<file path="src/rtl/sound_pkg.sv">
// Shared definitions for the main-CPU -> sound-CPU command mailbox.
package sound_pkg;

   // NMI sequencer states
   typedef enum logic [1:0] {
      NMI_IDLE   = 2'd0,
      NMI_ASSERT = 2'd1,
      NMI_WAIT   = 2'd2
   } nmi_state_t;

   // Default NMI low width: 2 us at 48 MHz
   localparam int DEF_NMI_PULSE_LEN = 96;

   // Sound-side status byte (0x5001) bit positions
   localparam int SND_ST_PEND_BIT  = 3;
   localparam int SND_ST_NMIEN_BIT = 2;

   // Main-side status byte bit positions
   localparam int MAIN_ST_RVLD_BIT = 1;
   localparam int MAIN_ST_PEND_BIT = 0;

   // Assemble the sound-side status byte
   function automatic logic [7:0] snd_status_byte(input logic [3:0] hi,
                                                  input logic pend,
                                                  input logic en);
      logic [7:0] b;
      b = {hi, 4'b0011};
      b[SND_ST_PEND_BIT]  = pend;
      b[SND_ST_NMIEN_BIT] = en;
      return b;
   endfunction

endpackage

</file>
<file path="src/rtl/strobe_edge.sv">
// Registered edge detector for a bus strobe. One history flop; the edge
// pulse is valid in the cycle the new level is first sampled, so the
// action it gates lands on the following clock edge.
module strobe_edge #(
   parameter bit   RISE    = 1'b1,  // 1: detect rising edge, 0: falling
   parameter logic RST_LVL = 1'b0   // inactive level of the strobe
) (
   input  logic clkm_48MHZ,
   input  logic SB2RST,
   input  logic i_strobe,
   output logic o_edge
);

   logic r_prev;

   // Strobe history, reset to the inactive level so reset never fakes an edge
   always_ff @(posedge clkm_48MHZ or negedge SB2RST) begin
      if (!SB2RST) r_prev <= RST_LVL;
      else         r_prev <= i_strobe;
   end

   assign o_edge = RISE ? (i_strobe & ~r_prev) : (~i_strobe & r_prev);

endmodule

</file>
<file path="src/rtl/sound_cmd_mailbox.sv">
// Main-CPU -> sound-CPU command mailbox with timed NMI and reply byte.
module sound_cmd_mailbox
   import sound_pkg::*;
#(
   parameter int         NMI_PULSE_LEN = DEF_NMI_PULSE_LEN,  // 1..255
   parameter logic [3:0] STATUS_HI     = 4'hF
) (
   input  logic       clkm_48MHZ,
   input  logic       SB2RST,
   input  logic       main_cmd_wr,
   input  logic       main_ctl_wr,
   input  logic       main_rep_rd,
   input  logic [7:0] main_din,
   input  logic       snd_cmd_rd_n,
   input  logic       snd_rep_wr_n,
   input  logic [7:0] snd_din,
   input  logic       nmi_mask,
   output logic [7:0] cmd_data,
   output logic [7:0] snd_status,
   output logic [7:0] main_reply,
   output logic [7:0] main_status,
   output logic       snd_nmi_n,
   output logic       overrun
);

   localparam logic [7:0] CNT_LOAD = 8'(NMI_PULSE_LEN - 1);

   logic w_cmd_wr_edge, w_ctl_wr_edge, w_rep_rd_edge;
   logic w_snd_rd_edge, w_snd_wr_edge;

   logic [7:0] r_cmd_data, r_main_reply, r_cnt;
   logic       r_cmd_pending, r_nmi_en, r_reply_valid, r_overrun, r_snd_nmi_n;
   nmi_state_t r_state;

   strobe_edge #(.RISE(1'b1), .RST_LVL(1'b0)) u_cmd_wr (
      .clkm_48MHZ(clkm_48MHZ), .SB2RST(SB2RST), .i_strobe(main_cmd_wr),  .o_edge(w_cmd_wr_edge));
   strobe_edge #(.RISE(1'b1), .RST_LVL(1'b0)) u_ctl_wr (
      .clkm_48MHZ(clkm_48MHZ), .SB2RST(SB2RST), .i_strobe(main_ctl_wr),  .o_edge(w_ctl_wr_edge));
   strobe_edge #(.RISE(1'b0), .RST_LVL(1'b0)) u_rep_rd (
      .clkm_48MHZ(clkm_48MHZ), .SB2RST(SB2RST), .i_strobe(main_rep_rd),  .o_edge(w_rep_rd_edge));
   strobe_edge #(.RISE(1'b1), .RST_LVL(1'b1)) u_snd_rd (
      .clkm_48MHZ(clkm_48MHZ), .SB2RST(SB2RST), .i_strobe(snd_cmd_rd_n), .o_edge(w_snd_rd_edge));
   strobe_edge #(.RISE(1'b1), .RST_LVL(1'b1)) u_snd_wr (
      .clkm_48MHZ(clkm_48MHZ), .SB2RST(SB2RST), .i_strobe(snd_rep_wr_n), .o_edge(w_snd_wr_edge));

   // Command latch and pending flag; a write beats a same-cycle sound read
   always_ff @(posedge clkm_48MHZ or negedge SB2RST) begin
      if (!SB2RST) begin
         r_cmd_data    <= 8'h00;
         r_cmd_pending <= 1'b0;
      end else if (w_cmd_wr_edge) begin
         r_cmd_data    <= main_din;
         r_cmd_pending <= 1'b1;
      end else if (w_snd_rd_edge) begin
         r_cmd_pending <= 1'b0;
      end
   end

   // Sticky overrun: only a write onto a byte nobody is consuming this cycle
   always_ff @(posedge clkm_48MHZ or negedge SB2RST) begin
      if (!SB2RST)
         r_overrun <= 1'b0;
      else if (w_cmd_wr_edge && r_cmd_pending && !w_snd_rd_edge)
         r_overrun <= 1'b1;
      else if (w_ctl_wr_edge && main_din[7])
         r_overrun <= 1'b0;
   end

   // Control register: NMI enable
   always_ff @(posedge clkm_48MHZ or negedge SB2RST) begin
      if (!SB2RST)            r_nmi_en <= 1'b0;
      else if (w_ctl_wr_edge) r_nmi_en <= main_din[0];
   end

   // Reply latch and valid flag; a write beats a same-cycle main read
   always_ff @(posedge clkm_48MHZ or negedge SB2RST) begin
      if (!SB2RST) begin
         r_main_reply  <= 8'h00;
         r_reply_valid <= 1'b0;
      end else if (w_snd_wr_edge) begin
         r_main_reply  <= snd_din;
         r_reply_valid <= 1'b1;
      end else if (w_rep_rd_edge) begin
         r_reply_valid <= 1'b0;
      end
   end

   // NMI sequencer: one full-width pulse per command, re-armed when pending clears
   always_ff @(posedge clkm_48MHZ or negedge SB2RST) begin
      if (!SB2RST) begin
         r_state     <= NMI_IDLE;
         r_cnt       <= 8'd0;
         r_snd_nmi_n <= 1'b1;
      end else begin
         case (r_state)
            NMI_IDLE: begin
               r_snd_nmi_n <= 1'b1;
               if (r_cmd_pending && r_nmi_en && !nmi_mask) begin
                  r_state     <= NMI_ASSERT;
                  r_cnt       <= CNT_LOAD;
                  r_snd_nmi_n <= 1'b0;
               end
            end
            NMI_ASSERT: begin
               // enable/mask changes are ignored here so the pulse is never cut short
               if (r_cnt == 8'd0) begin
                  r_state     <= NMI_WAIT;
                  r_snd_nmi_n <= 1'b1;
               end else begin
                  r_cnt       <= r_cnt - 8'd1;
                  r_snd_nmi_n <= 1'b0;
               end
            end
            NMI_WAIT: begin
               r_snd_nmi_n <= 1'b1;
               if (!r_cmd_pending) r_state <= NMI_IDLE;
            end
            default: begin
               r_state     <= NMI_IDLE;
               r_snd_nmi_n <= 1'b1;
            end
         endcase
      end
   end

   assign cmd_data   = r_cmd_data;
   assign main_reply = r_main_reply;
   assign snd_nmi_n  = r_snd_nmi_n;
   assign overrun    = r_overrun;
   assign snd_status = snd_status_byte(STATUS_HI, r_cmd_pending, r_nmi_en);

   // Main-side status assembled from flags
   always_comb begin
      main_status                   = 8'h00;
      main_status[MAIN_ST_RVLD_BIT] = r_reply_valid;
      main_status[MAIN_ST_PEND_BIT] = r_cmd_pending;
   end

endmodule
</file>
<file path="config.mk">
export PLATFORM = sky130hd
export DESIGN_NAME = sound_cmd_mailbox
export DESIGN_NICKNAME = d
export VERILOG_FILES = /design/src/rtl/sound_pkg.sv /design/src/rtl/strobe_edge.sv /design/src/rtl/sound_cmd_mailbox.sv
export SDC_FILE = /design/constraint.sdc
export NUM_CORES = 1
export LEC_CHECK = 0
export ABC_AREA = 1
export CAP_MARGIN = 20
export CORE_MARGIN = 3
export CORE_UTILIZATION = 23
export DETAILED_ROUTE_END_ITERATION = 10
export MAX_ROUTING_LAYER = met4
export PLACE_DENSITY = 0.48
export SYNTH_ARGS = -nofsm -noshare
export SYNTH_HDL_FRONTEND = slang
export SYNTH_HIERARCHICAL = 1
export SYNTH_SLANG_ARGS = --single-unit
</file>
<file path="constraint.sdc">
create_clock -name clkm_48MHZ -period 1.6 [get_ports clkm_48MHZ]
set_input_delay 0.32 -clock clkm_48MHZ [delete_from_list [all_inputs] [get_ports clkm_48MHZ]]
set_output_delay 0.32 -clock clkm_48MHZ [all_outputs]
set_load 0.1 [all_outputs]
</file>
==> impl_results.md, run 1 <==
* Largest net degree at the start of global routing at 20
* DR iter-0 viols at 31
* Final ANT Viol Nets at 0
* Length of the first detailed-routing pass in iterations at 2
* Antenna diodes at 0
* Grt total ovfl at 0
* Layout area overhead at 48.0%
* Share of layout cells above drive strength 1 at 0.286
* Wirelength per Cell at 9.88 um
* CP endpoint kind: flop
* Run status: complete, no violations
* Setup violations, final at 0
* R2R setup slack at 130 ps
* Max Slew Vio Count at 0
* Final core utilization at 0.357
* Fin crit period at ~1500 ps
* Clock sinks at 36
* Cell Rows at 31
* Unique masters post-synth at 25
* Final Hold Vio Count at 0
* Clk slew on worst S/H paths at 70 ps
* Vias at about 1,300
* Synth Register Bits at 36
* PwrDens at roughly 1600 nW/um2
* Final Power at 0.00420 W
* Leak at 1.30 nW
* YS warnings at 6
* Cell taking the most area after synthesis: dfrtp_1
* Max-cap viol count at 0
* Worst r2r path cells at 10
* Maximum clock frequency at 682 MHz
* Avg Cell Area, Syn at 8.80 um2
* Netlist Area Pre-Place at approximately 1800 um2
* Post-CTS resize count at 0
* Cts bufs inserted at 5
* Clk Tree Root Cell: clkbuf_8
* Initial Utilization at 0.241
* CP arrival at between 1500 and 2000 ps
* TritonCTS clock tree: done
* Hold Path Sink: u_snd_wr/r_prev
* Fin crit share at 0.916
* Vias in the first global route at approximately 1,300
* DIE AREA at 8820 um2
* I/O pin cnt at 58
* GRT Total Usage at 0.0914
* Area contributors post-synth: dfrtp_1 46%, nand2_1 15%, buf_4 6.8%, dfstp_2 4.4%, nand2_4 3.2%
* Die X at between 90 and 100 um
* Startpoint class of the critical path: flop
* Post-synthesis sequential area ratio at 0.509
* Req. time, crit path at 1770 ps
* Critical R2R Capture: r_cnt[4]
* Worst r2r src: r_cnt[1]
* Hold path depth at 1
* Hold_sp: snd_rep_wr_n
* Hold Crit Class: input pin to flop
* Peak VDD IR at 0.000495 V
* IO Port Bufs at 45
* Initial antenna violation count at 0
* Nets at between 200 and 300
* Area share of the largest cell type after synthesis at 0.465
* Residual DRC at 0
* Crit path kind: flop to flop
* GPL Wtd Cong at a little over 0.7
* Gate Count Post-Synth at 202
* First-pass GRT wire length at ~6.2 mm
* H-tree depth at 2
* Clk buf depth at 2
* Vias per cell at roughly 3.7
* Die height at 93.9 um
* Clk_skew at 7.58 ps
* Final wirelength at ~3.5 mm
* Setup TNS at 0 ps
* Worst skew pair latency at ~280 ps
* HPWL Detailed at 2.77 mm
* RSZ-0062 raised after global routing: false
* CORE AREA at approximately 7400 um2
* Critical path fanouts, max at 9
cell families after synthesis:
logic type | after synthesis | share of synthesized area
AND/OR/NAND/NOR | 111 | 0.306
AO/OA/AOI/OAI | 8 | 0.0310
XOR/XNOR | 2 | 0.00986
adder cells (fa/ha/maj) | 2 | 0.0141
other | 2 | 0.00423
buffers and inverters | 41 | 0.126
flip-flops | 36 | 0.509
cell usage after synthesis:
master / instances
nor2_4: 2
clkinv_1: 1
ha_1: 2
nand2_1: 72
buf_2: 2
o21ai_2: 4
or2_2: 1
nand2_2: 4
nand3_1: 7
o21ai_0: 3
dfrtp_1: 33
nor2_1: 9
conb_1: 2
nand2_4: 5
inv_2: 9
inv_1: 12
nand4_1: 2
xor2_1: 2
dfstp_2: 3
nor2_2: 7
buf_4: 16
nor2_8: 1
nand3_4: 1
buf_6: 1
o21ai_1: 1
critical path, stage by stage (launching register included):
cell and delay (ps):
dfrtp_1 370, inv_1 110, ha_1 160, nand2_1 60
nor2_2 120, nand2_4 90, nand2_4 70, nand2_4 100
buf_4 170, o21ai_2 50, nand2_1 60
worst max path at each step:
stage	from	to	slack (ps)	cells past startpoint
2_1_floorplan	r_cnt[0]	r_cnt[0]	250	10
3_3_place_gp	nmi_mask	r_cnt[4]	100	7
3_5_place_dp	nmi_mask	r_cnt[4]	90	7
4_1_cts	r_cnt[1]	r_cnt[4]	110	10
5_1_grt	r_cnt[1]	r_cnt[4]	3	10
6_report	r_cnt[1]	r_cnt[4]	130	10
report_power, final:
group          switching, W  total (W)  internal (W)
Sequential         0.000180    0.00130       0.00112
Clock              0.000315   0.000777      0.000462
Combinational       0.00140    0.00212      0.000721
layout by cell type (no fill, tap or decap), types with 2 or more instances in the layout:
| cell type | synthesis | final |
|---|---|---|
| nand2_1 | 72 | 72 |
| nand2_4 | 5 | 5 |
| xor2_1 | 2 | 2 |
| nand3_1 | 7 | 7 |
| inv_2 | 9 | 9 |
| inv_1 | 12 | 12 |
| nor2_4 | 2 | 2 |
| o21ai_2 | 4 | 4 |
| o21ai_0 | 3 | 3 |
| clkbuf_8 | 0 | 5 |
| ha_1 | 2 | 2 |
| nor2_1 | 9 | 9 |
| buf_12 | 0 | 23 |
| clkdlybuf4s50_1 | 0 | 22 |
| dfstp_2 | 3 | 3 |
| nor2_2 | 7 | 7 |
| conb_1 | 2 | 12 |
| buf_4 | 16 | 4 |
| dfrtp_1 | 33 | 33 |
| nand4_1 | 2 | 2 |
| nand2_2 | 4 | 4 |
registers in the layout, summed over array words and instances (netlist names):
register / flops
cmd_data: 8
main_reply: 8
overrun: 1
r_cmd_pending: 1
r_cnt: 8
r_nmi_en: 1
r_reply_valid: 1
r_state: 2
snd_nmi_n: 1
u_cmd_wr/r_prev: 1
u_ctl_wr/r_prev: 1
u_rep_rd/r_prev: 1
u_snd_rd/r_prev: 1
u_snd_wr/r_prev: 1
per-stage QoR:
step / cells / instance area [um2] / setup slack (ps) / hold WS (ps)
CTS: 351 / 2630 / 109 / 454
global route: 351 / 2630 / 2.53 / 455
finish: 351 / 2630 / 134 / 468
floorplan: 212 / 1810 / 251 / 24.4
global placement: 342 / 2510 / 101 / 299
detailed placement: 342 / 2510 / 86.8 / 288
metal layers:
layer / share of wire / global-route usage
met4: 0.0040 / 0.0289
met5: 0 / -
met1: 0.47 / 0.119
met3: 0.069 / 0.0337
met2: 0.45 / 0.132
cell type report:
cell class / instances / area (um2)
clock buffers: 6 / 72.6
well taps: 99 / 124
multi-input cells: 135 / 686
clock inverters: 2 / 35.0
fillers: 772 / 4740
flip-flops and latches: 36 / 905
repair buffers: 51 / 726
inverters: 22 / 82.6
repair_timing:
action,4_1_cts,5_1_grt
setup buffers,0,0
hold buffers,1,0
hold endpoints to repair,16,0
Power figures use the tool's default switching activity.
==> run 2, diff against run 1 <==
--- a/config.mk
+++ b/config.mk
@@ -7,11 +7,13 @@
 export LEC_CHECK = 0
 export ABC_AREA = 1
 export CAP_MARGIN = 20
+export CELL_PAD_IN_SITES_DETAIL_PLACEMENT = 1
+export CELL_PAD_IN_SITES_GLOBAL_PLACEMENT = 1
 export CORE_MARGIN = 3
 export CORE_UTILIZATION = 23
 export DETAILED_ROUTE_END_ITERATION = 10
 export MAX_ROUTING_LAYER = met4
-export PLACE_DENSITY = 0.48
+export PLACE_DENSITY = 0.6
 export SYNTH_ARGS = -nofsm -noshare
 export SYNTH_HDL_FRONTEND = slang
 export SYNTH_HIERARCHICAL = 1
==> run 2 against run 1 <==
  * Cell area down 1.5%
  * Setup slack better by 8.4 ps
  * Register-to-register slack about the same
  * Largest cell class unchanged
  * First-iteration DRC count grew 39%
  * Flip-flop and latch count did not move
  * Clock skew is 2.8 ps lower
==> impl_results.md, run 2 (synthesis gave the netlist of run 1 again) <==
* Run status: complete, no violations (unchanged)
* Final Hold Vio Count at 0 (unchanged)
* Vias at 1,354 (was 1,300)
* P_int at 0.00217 W (was 0.00230 W)
* Max-cap viol count at 0 (unchanged)
* Initial antenna violation count at 0 (unchanged)
* Leak at 1.28 nW (was 1.30 nW)
* Die X at 93.9 um (unchanged)
* Fin crit period at 1460 ps (was 1470 ps)
* Final core utilization at 0.351 (was 0.357)
* Most common cell after layout, fill and taps aside: nand2_1 (unchanged)
* Cts bufs inserted at 5 (unchanged)
* Cell Rows at 31 (unchanged)
* Peak VDD IR at 0.000597 V (was 0.000495 V)
* Antenna diodes at 0 (unchanged)
* Clk pwr share at 0.156 (was 0.185)
* Buffer count from post-CTS setup fixing at 0 (unchanged)
* Clk_skew at 4.74 ps (was 7.58 ps)
* Vias per cell at 3.88 (was 3.70)
* PwrDens at 1580 nW/um2 (was 1600 nW/um2)
* Maximum clock frequency at 686 MHz (was 682 MHz)
* H-tree depth at 2 (unchanged)
* CORE AREA at 7370 um2 (unchanged)
* CP endpoint kind: flop (unchanged)
* Residual DRC at 0 (unchanged)
* Setup WS pre-CTS at 76.3 ps (was 86.8 ps)
* Setup ws final at 142 ps (was 134 ps)
* Crit path kind: flop to flop (unchanged)
* IO Port Bufs at 45 (unchanged)
* Worst skew pair latency at 280 ps (about the same)
* GRT Total Usage at 0.0988 (was 0.0914)
* Post-CTS resize count at 0 (unchanged)
* DIE AREA at 8820 um2 (unchanged)
* DR iter-0 viols at 43 (was 31)
* Nets at 275 (was 277)
* CP arrival at 1630 ps (about the same)
* TritonCTS clock tree: done (unchanged)
* Most frequent cells in the layout: 72 x nand2_1, 33 x dfrtp_1, 23 x buf_12 (unchanged)
* Initial Utilization at 0.241 (unchanged)
* Largest net degree at the start of global routing at 37 (was 20)
* Fin crit share at 0.911 (was 0.916)
* Final wirelength at 3.78 mm (was 3.47 mm)
* Clk slew on worst S/H paths at 70 ps (about the same)
* Grt total ovfl at 0 (unchanged)
* Share of layout cells above drive strength 1 at 0.280 (was 0.286)
* I/O pin cnt at 58 (unchanged)
* HPWL Detailed at 2.94 mm (was 2.77 mm)
* Sw Share at 0.471 (was 0.452)
* Clk buf depth at 2 (unchanged)
* Layout area overhead at 45.8% (was 48.0%)
* Clk Tree Root Cell: clkbuf_8 (unchanged)
* Seq pwr share at 0.317 (was 0.309)
* First-pass GRT wire length at 6.69 mm (was 6.19 mm)
* NetSw at 0.00193 W (was 0.00190 W)
* Final instance area at 2590 um2 (was 2630 um2)
* RSZ-0062 raised after global routing: false (unchanged)
* DP Area at 2500 um2 (was 2510 um2)
* Setup TNS at 0 ps (unchanged)
* Req. time, crit path at 1780 ps (was 1770 ps)
* Hold Crit Class: input pin to async pin (was input pin to flop)
* Max Slew Vio Count at 0 (unchanged)
* # hold bufs at CTS at 0 (was 1)
* Final ANT Viol Nets at 0 (unchanged)
* Die height at 93.9 um (unchanged)
* Setup violations, final at 0 (unchanged)
* GPL Wtd Cong at 0.745 (was 0.726)
* Length of the first detailed-routing pass in iterations at 4 (was 2)
* Vias in the first global route at 1,420 (was 1,320)
* Wirelength per Cell at 10.8 um (was 9.88 um)
* Combinational Power Share at 0.527 (was 0.506)
* Clock sinks at 36 (unchanged)
* Startpoint class of the critical path: flop (unchanged)
* Critical path fanouts, max at 8 (was 9)
run 2: critical path, cell delays in order, from the launching register on:
cell and delay (ps):
dfrtp_1 410, inv_2 110, ha_1 150, nand2_1 60, nor2_2 120, nand2_4 80, nand2_4 70, nand2_4 80
buf_12 150, nand2_2 60, o21ai_2 50
run 2: layout make-up:
type,instances,area [um2]
multi-input combinational,135,686
clock buffer,7,76.3
fill,887,4780
sequential,36,905
tap,99,124
clock inverter,1,8.76
timing repair buffer,49,708
inverter,22,82.6
run 2: worst paths after layout:
check / from / slack [ps] / cells past startpoint / end
setup / recovery: r_cnt[0] / 140 / 10 / r_cnt[1]
hold / removal: SB2RST / 70 / 2 / overrun
setup reg to reg: r_cnt[0] / 140 / 10 / r_cnt[1]
hold reg to reg: r_cnt[3] / 540 / 2 / r_cnt[3]
max in group asynchronous: SB2RST / 1170 / 2 / snd_nmi_n
min in group clkm_48MHZ: snd_rep_wr_n / 460 / 1 / u_snd_wr/r_prev
run 2: through the flow:
step,std cells,hold slack [ps],power [W]
after floorplan,212,24.4,0.00286
after global placement,341,409,0.00349
after detailed placement,341,406,0.00351
after CTS,349,87.2,0.00417
after global routing,349,117,0.00438
final,349,72.0,0.00409
run 2: per-layer routing:
| metal | GRT usage | vias up | routed length [um] |
|---|---|---|---|
| li1 | - | 676 | - |
| met1 | 0.122 | 637 | 1700 |
| met2 | 0.151 | 35 | 1780 |
| met3 | 0.0280 | 6 | 224 |
| met4 | 0.0433 | 0 | 73 |
| met5 | - | - | 0 |
run 2: power by group through the flow:
stage / sequential, W / combinational (W) / clock [W]
floorplan: 0.00175 / 0.00110 / 0
global placement: 0.00132 / 0.00217 / 0
detailed placement: 0.00132 / 0.00219 / 0
CTS: 0.00130 / 0.00219 / 0.000675
global route: 0.00134 / 0.00233 / 0.000706
finish: 0.00130 / 0.00216 / 0.000637
